$ cat config.mk
export PLATFORM = sky130hd
export DESIGN_NAME = fixed_point_acc
export DESIGN_NICKNAME = d
export VERILOG_FILES = /design/src/rtl/fixed_point_acc.sv
export SDC_FILE = /design/constraint.sdc
export NUM_CORES = 1
export LEC_CHECK = 0
export CAP_MARGIN = 20
export CELL_PAD_IN_SITES_DETAIL_PLACEMENT = 2
export CELL_PAD_IN_SITES_GLOBAL_PLACEMENT = 2
export CORE_MARGIN = 3
export CORE_UTILIZATION = 31
export DETAILED_ROUTE_END_ITERATION = 10
export PLACE_DENSITY = 0.77
export SLEW_MARGIN = 20
export SYNTH_ARGS = -nofsm -noshare
export SYNTH_HDL_FRONTEND = slang
export SYNTH_SLANG_ARGS = --single-unit
export TNS_END_PERCENT = 5
$ cat constraint.sdc
create_clock -name clk -period 2.8 [get_ports clk]
set_clock_uncertainty 0.05 [all_clocks]
set_input_delay 0.56 -clock clk [delete_from_list [all_inputs] [get_ports clk]]
set_output_delay 0.56 -clock clk [all_outputs]
set_load 0.02 [all_outputs]
$ cat src/rtl/fixed_point_acc.sv
// fixed_point_acc
// ---------------
// Sums NUM_TERMS signed fixed-point samples (WIDTH bits, FRAC_BITS fractional
// bits) and presents each completed sum, converted back to WIDTH bits in the
// same Q format, in a one-entry output register with a valid/ready handshake.
//
// Optional feature macro: FIXED_POINT_ACC_SAT_EN
//   defined   -> out-of-range sums clip to the most positive / most negative
//                WIDTH-bit value and sat_out flags the clipped result.
//   undefined -> the result is the low WIDTH bits of the sum (wrap-around)
//                and sat_out is tied low.
//
// Ports
//   clk        in   single clock, rising-edge
//   rstn       in   asynchronous active-low reset
//   value_in   in   signed sample
//   valid_in   in   sample qualifier (single-cycle pulses, no backpressure)
//   clear_in   in   synchronous abort of the partial sum
//   ready_in   in   consumer accepts the held result
//   value_out  out  signed result, same Q format as value_in
//   valid_out  out  result held in the output register
//   sat_out    out  held result was clipped (qualified by valid_out)
//   drop_err   out  sticky: a completed result found the register full
//   fsm_state  out  output FSM state (0 = EMPTY, 1 = FULL)
//
// Handshake: the result transfers at a rising edge where valid_out and
// ready_in are both high. While valid_out is high and no transfer has
// happened, value_out and sat_out do not change. The sample side has no
// ready: every valid_in pulse with clear_in low is accepted.
module fixed_point_acc #(
  parameter int WIDTH     = 8,
  parameter int FRAC_BITS = 3,
  parameter int NUM_TERMS = 4
) (
  input  logic             clk,
  input  logic             rstn,
  input  logic [WIDTH-1:0] value_in,
  input  logic             valid_in,
  input  logic             clear_in,
  input  logic             ready_in,
  output logic [WIDTH-1:0] value_out,
  output logic             valid_out,
  output logic             sat_out,
  output logic             drop_err,
  output logic             fsm_state
);

  localparam int CW = $clog2(NUM_TERMS);
  localparam int AW = WIDTH + CW;
  localparam logic [CW-1:0] LAST_CNT = CW'(NUM_TERMS - 1);

  if (FRAC_BITS <= 0 || FRAC_BITS >= WIDTH || NUM_TERMS < 2) begin : g_param_check
    $error("fixed_point_acc: illegal parameter combination");
  end

  typedef enum logic {
    EMPTY = 1'b0,
    FULL  = 1'b1
  } state_t;

  state_t                 state;
  state_t                 state_nxt;
  logic signed [AW-1:0]   acc;
  logic        [CW-1:0]   cnt;
  logic signed [AW-1:0]   sample_ext;
  logic signed [AW-1:0]   sum;
  logic                   accept;
  logic                   done;
  logic                   load;
  logic                   drop_set;
  logic        [WIDTH-1:0] res_val;
  logic                   res_sat;
  logic        [WIDTH-1:0] out_val;
  logic                   drop_q;

  // The accumulator is wide enough for NUM_TERMS full-scale samples, so the
  // running sum itself never overflows; only the final conversion can clip.
  assign sample_ext = {{CW{value_in[WIDTH-1]}}, value_in};
  assign sum        = acc + sample_ext;
  assign accept     = valid_in && !clear_in;
  assign done       = accept && (cnt == LAST_CNT);

  // --------------------------------------------------------------------
  // Conversion of the AW-bit sum back to WIDTH bits.
  // --------------------------------------------------------------------
`ifdef FIXED_POINT_ACC_SAT_EN
  localparam logic signed [AW-1:0] SAT_MAX = AW'((2 ** (WIDTH - 1)) - 1);
  localparam logic signed [AW-1:0] SAT_MIN = ~SAT_MAX;

  always_comb begin
    res_val = sum[WIDTH-1:0];
    res_sat = 1'b0;
    if (sum > SAT_MAX) begin
      res_val = SAT_MAX[WIDTH-1:0];
      res_sat = 1'b1;
    end else if (sum < SAT_MIN) begin
      res_val = SAT_MIN[WIDTH-1:0];
      res_sat = 1'b1;
    end
  end
`else
  assign res_val = sum[WIDTH-1:0];
  assign res_sat = 1'b0;
`endif

  // --------------------------------------------------------------------
  // Accumulator and term counter. They keep running while a result is
  // pending so samples can arrive back-to-back indefinitely.
  // --------------------------------------------------------------------
  always_ff @(posedge clk or negedge rstn) begin
    if (!rstn) begin
      acc <= '0;
      cnt <= '0;
    end else if (clear_in) begin
      acc <= '0;
      cnt <= '0;
    end else if (accept) begin
      if (done) begin
        acc <= '0;
        cnt <= '0;
      end else begin
        acc <= sum;
        cnt <= cnt + 1'b1;
      end
    end
  end

  // --------------------------------------------------------------------
  // Output FSM. A completion while FULL and not handshaken is discarded;
  // a completion coincident with a handshake reloads without a bubble.
  // --------------------------------------------------------------------
  always_ff @(posedge clk or negedge rstn) begin
    if (!rstn) begin
      state <= EMPTY;
    end else begin
      state <= state_nxt;
    end
  end

  always_comb begin
    state_nxt = state;
    load      = 1'b0;
    drop_set  = 1'b0;
    case (state)
      EMPTY: begin
        if (done) begin
          load      = 1'b1;
          state_nxt = FULL;
        end
      end
      FULL: begin
        if (done && ready_in) begin
          load = 1'b1;
        end else if (done) begin
          drop_set = 1'b1;
        end else if (ready_in) begin
          state_nxt = EMPTY;
        end
      end
      default: state_nxt = EMPTY;
    endcase
  end

  always_ff @(posedge clk or negedge rstn) begin
    if (!rstn) begin
      out_val <= '0;
    end else if (load) begin
      out_val <= res_val;
    end
  end

`ifdef FIXED_POINT_ACC_SAT_EN
  logic out_sat;

  always_ff @(posedge clk or negedge rstn) begin
    if (!rstn) begin
      out_sat <= 1'b0;
    end else if (load) begin
      out_sat <= res_sat;
    end
  end

  assign sat_out = out_sat;
`else
  assign sat_out = 1'b0;
`endif

  always_ff @(posedge clk or negedge rstn) begin
    if (!rstn) begin
      drop_q <= 1'b0;
    end else if (drop_set) begin
      drop_q <= 1'b1;
    end
  end

  assign value_out = out_val;
  assign valid_out = (state == FULL);
  assign drop_err  = drop_q;
  assign fsm_state = (state == FULL);

endmodule
==> results_dict.tcl <==
set metrics [dict create \
    antenna_found_initial 0 \
    layout_commonest_cell "clkdlybuf4s50_1" \
    drc 0 \
    drive_gt1_share_pct 15.9 \
    dp_hpwl_um 2320 \
    yosys_warnings 0 \
    worstPathRequired_ns 2.92 \
    setup_viol 0 \
    critPathLaunchType "primary input" \
    ys_top_cells_by_area "dfrtp_1, ha_1, mux2_2" \
    placed_area_um2 1440 \
    die_y_um 66.5 \
    grt_pass1_vias 1069 \
    avgSynthCellArea_um2 10.9 \
    hp-class "register to register" \
    synth_ff_type "dfrtp_1" \
    crit_family "simple AND/OR/NAND/NOR gates" \
    critPathMaxFanout 4 \
    path_clk_slew_ns 0.07 \
    gp_congestion 0.756 \
    initial_core_util_pct 33.0 \
    synth-xor-area-share_pct 3.85 \
    utilization_pct 43.1 \
    synth-edff-count 0 \
    clk_latency_ns 0.26 \
    worstPathArrival_ns 2.69 \
    leakagePower_uw 0.000696 \
    ys_ff_latch 20 \
    row_count 21 \
    clockBufferDepth 2 \
    async_flop_share_pct 100 \
    wirelength_um 2920 \
    cts_tree "done" \
    first_pass_iters 3 \
    syn_nets 126 \
    finalSetupTns_ns 0 \
    final_cell_area_um2 1490 \
    synthSimpleGateAreaFrac_pct 13.1 \
    ctsResizeCount 0 \
    hold_violations 0 \
    synthDistinctLibCells 35 \
    fmax_mhz 390 \
    antennaDiodeCount 0 \
    ys_seq_area_share_pct 44.1 \
    vias 922 \
    worst-path-stages 7 \
    status "complete, no violations" \
    path_cells "clkdlybuf4s50_1 -> ha_1 -> a211oi_2 -> o21ai_2 -> and4_4 -> or4b_1 -> a31oi_1" \
    rr_worst_depth 7 \
    drv_slew 0 \
    routedWlPerCell_um 16.4 \
    track_usage_pct 15.8 \
    ir_worst_vdd_mv 0.213 \
    path_buf_inv 1 \
    core_area_um2 3440 \
    nFillCells 368 \
    cts_setup_buffers 0 \
    die_x_um 66.5 \
    fin_crit_ns 2.56 \
    max_stage_delay_ns 0.50 \
    cts_hold_buf 0 \
    most-common-layout-cells "clkdlybuf4s50_1, dfrtp_1, nor2_1" \
    syn_area_um2 1140 \
    grt_pass1_wl_um 5180 \
    numCtsBuffers 3 \
    synth_fa_ha_area_share_pct 10.6 \
    finalNetCount 156 \
    rsz0062_at_grt "false" \
    crit_type "primary input to register" \
    drv_cap 0 \
    syn_inst 104 \
    cts.htree.levels 1 \
    die_area_um2 4430 \
    critPathCaptureType "register" \
    clock_sinks 20 \
    crit_slowest_cell "or4b_1" \
    grt_overflow 0 \
    synth_area_leader_cell "dfrtp_1" \
    grt_max_degree 21 \
    worstHoldPathCells 1 \
    synth_compound_area_share_pct 16.9 \
    avgViaCountPerCell 5.18 \
    muxShareOfSynthArea_pct 8.70 \
    ant_nets 0 \
    synth_top_family_by_area "compound AO/OA/AOI/OAI gates" \
    fin_crit_sh_pct 91.5 \
    drt_iter0_drc 35 \
    power_density_nw_per_um2 560 \
    io-pin-count 25 \
    syn2layout_area_growth_pct 30.7 \
    port_buffers 23 \
    netlist.area_leader.share_pct 44.1 \
    clock-root-buffer "clkbuf_8" \
]
-- where the power goes --
part	switching (µW)	total, µW	leakage (µW)	internal [µW]
Sequential	24.3	355	0.000268	330
Combinational	145	291	0.000407	146
Clock	90.8	187	0.0000216	95.8
Total	260	832	0.000696	572
-- final timing paths --
kind | start | slack, ns | endpoint
worst min register to register | drop_err | 0.44 | drop_err
worst max-delay path | value_in[1] | 0.24 | acc[7]
min in group asynchronous | rstn | 0.60 | value_out[7]
worst max register to register | acc[0] | 0.62 | value_out[6]
max in group asynchronous | rstn | 1.88 | acc[1]
worst min-delay path | drop_err | 0.44 | drop_err
-- final cells by class --
class / instances / area [µm²] / share of cell area, %
clock buffers: 3 / 41.3 / 2.78
inverters: 1 / 3.75 / 0.253
multi-input cells: 79 / 607 / 40.9
flip-flops and latches: 20 / 500 / 33.7
well taps: 46 / 57.6 / 3.88
repair buffers: 29 / 275 / 18.5
-- layer usage --
layer / vias up / GRT usage (%) / part of all wire [%]
met4: 0 / 5.33 / 1.4
li1: 433 / - / -
met1: 462 / 19.1 / 43
met2: 22 / 27.5 / 51
met5: - / 0 / 0
met3: 5 / 3.37 / 5.3
-- worst register-to-register path, delay by kind of cell, from the launching register on --
| family | cells | cell delay (ns) |
|---|---|---|
| fa+ha+maj | 2 | 0.64 |
| mux | 1 | 0.26 |
| xor+xnor | 1 | 0.10 |
| flops | 1 | 0.39 |
| compound gates | 3 | 0.63 |
-- cell usage after synthesis (2+ instances only) --
cell	n
dfrtp_1	20
nor2_1	11
ha_1	8
mux2_2	7
a22oi_1	6
nand2_1	6
a21oi_1	5
o21ai_0	5
xnor2_1	3
a21o_1	2
a31oi_1	2
buf_2	2
buf_4	2
mux2i_1	2
o21bai_1	2
xor2_1	2
-- cells by family (layout without fill, tap and decap cells) --
| kind of cell | count (synthesis) | count (layout) |
|---|---|---|
| AOI/OAI and AO/OA | 28 | 28 |
| and+or+nand+nor | 27 | 27 |
| DFF | 20 | 20 |
| adders and majority gates | 9 | 9 |
| muxes | 9 | 9 |
| xor gates and xnor gates | 5 | 5 |
| buffers and inverters | 5 | 33 |
| other | 1 | 1 |
-- stage by stage --
| step | hold slack, ns | setup WS, ns | cells | power (µW) |
|---|---|---|---|---|
| floorplan | 0.214 | 0.554 | 104 | 530 |
| global placement | 0.408 | 0.0796 | 175 | 640 |
| detailed placement | 0.424 | -0.0694 | 175 | 655 |
| CTS | 0.444 | 0.206 | 178 | 850 |
| global route | 0.483 | 0.0967 | 178 | 896 |
| finish | 0.437 | 0.237 | 178 | 832 |
-- state kept, by name, summed over array words and instances (netlist names) --
name and flops:
acc 8, value_out 8, cnt 2, drop_err 1
fsm_state 1
Power figures use the tool's default switching activity.
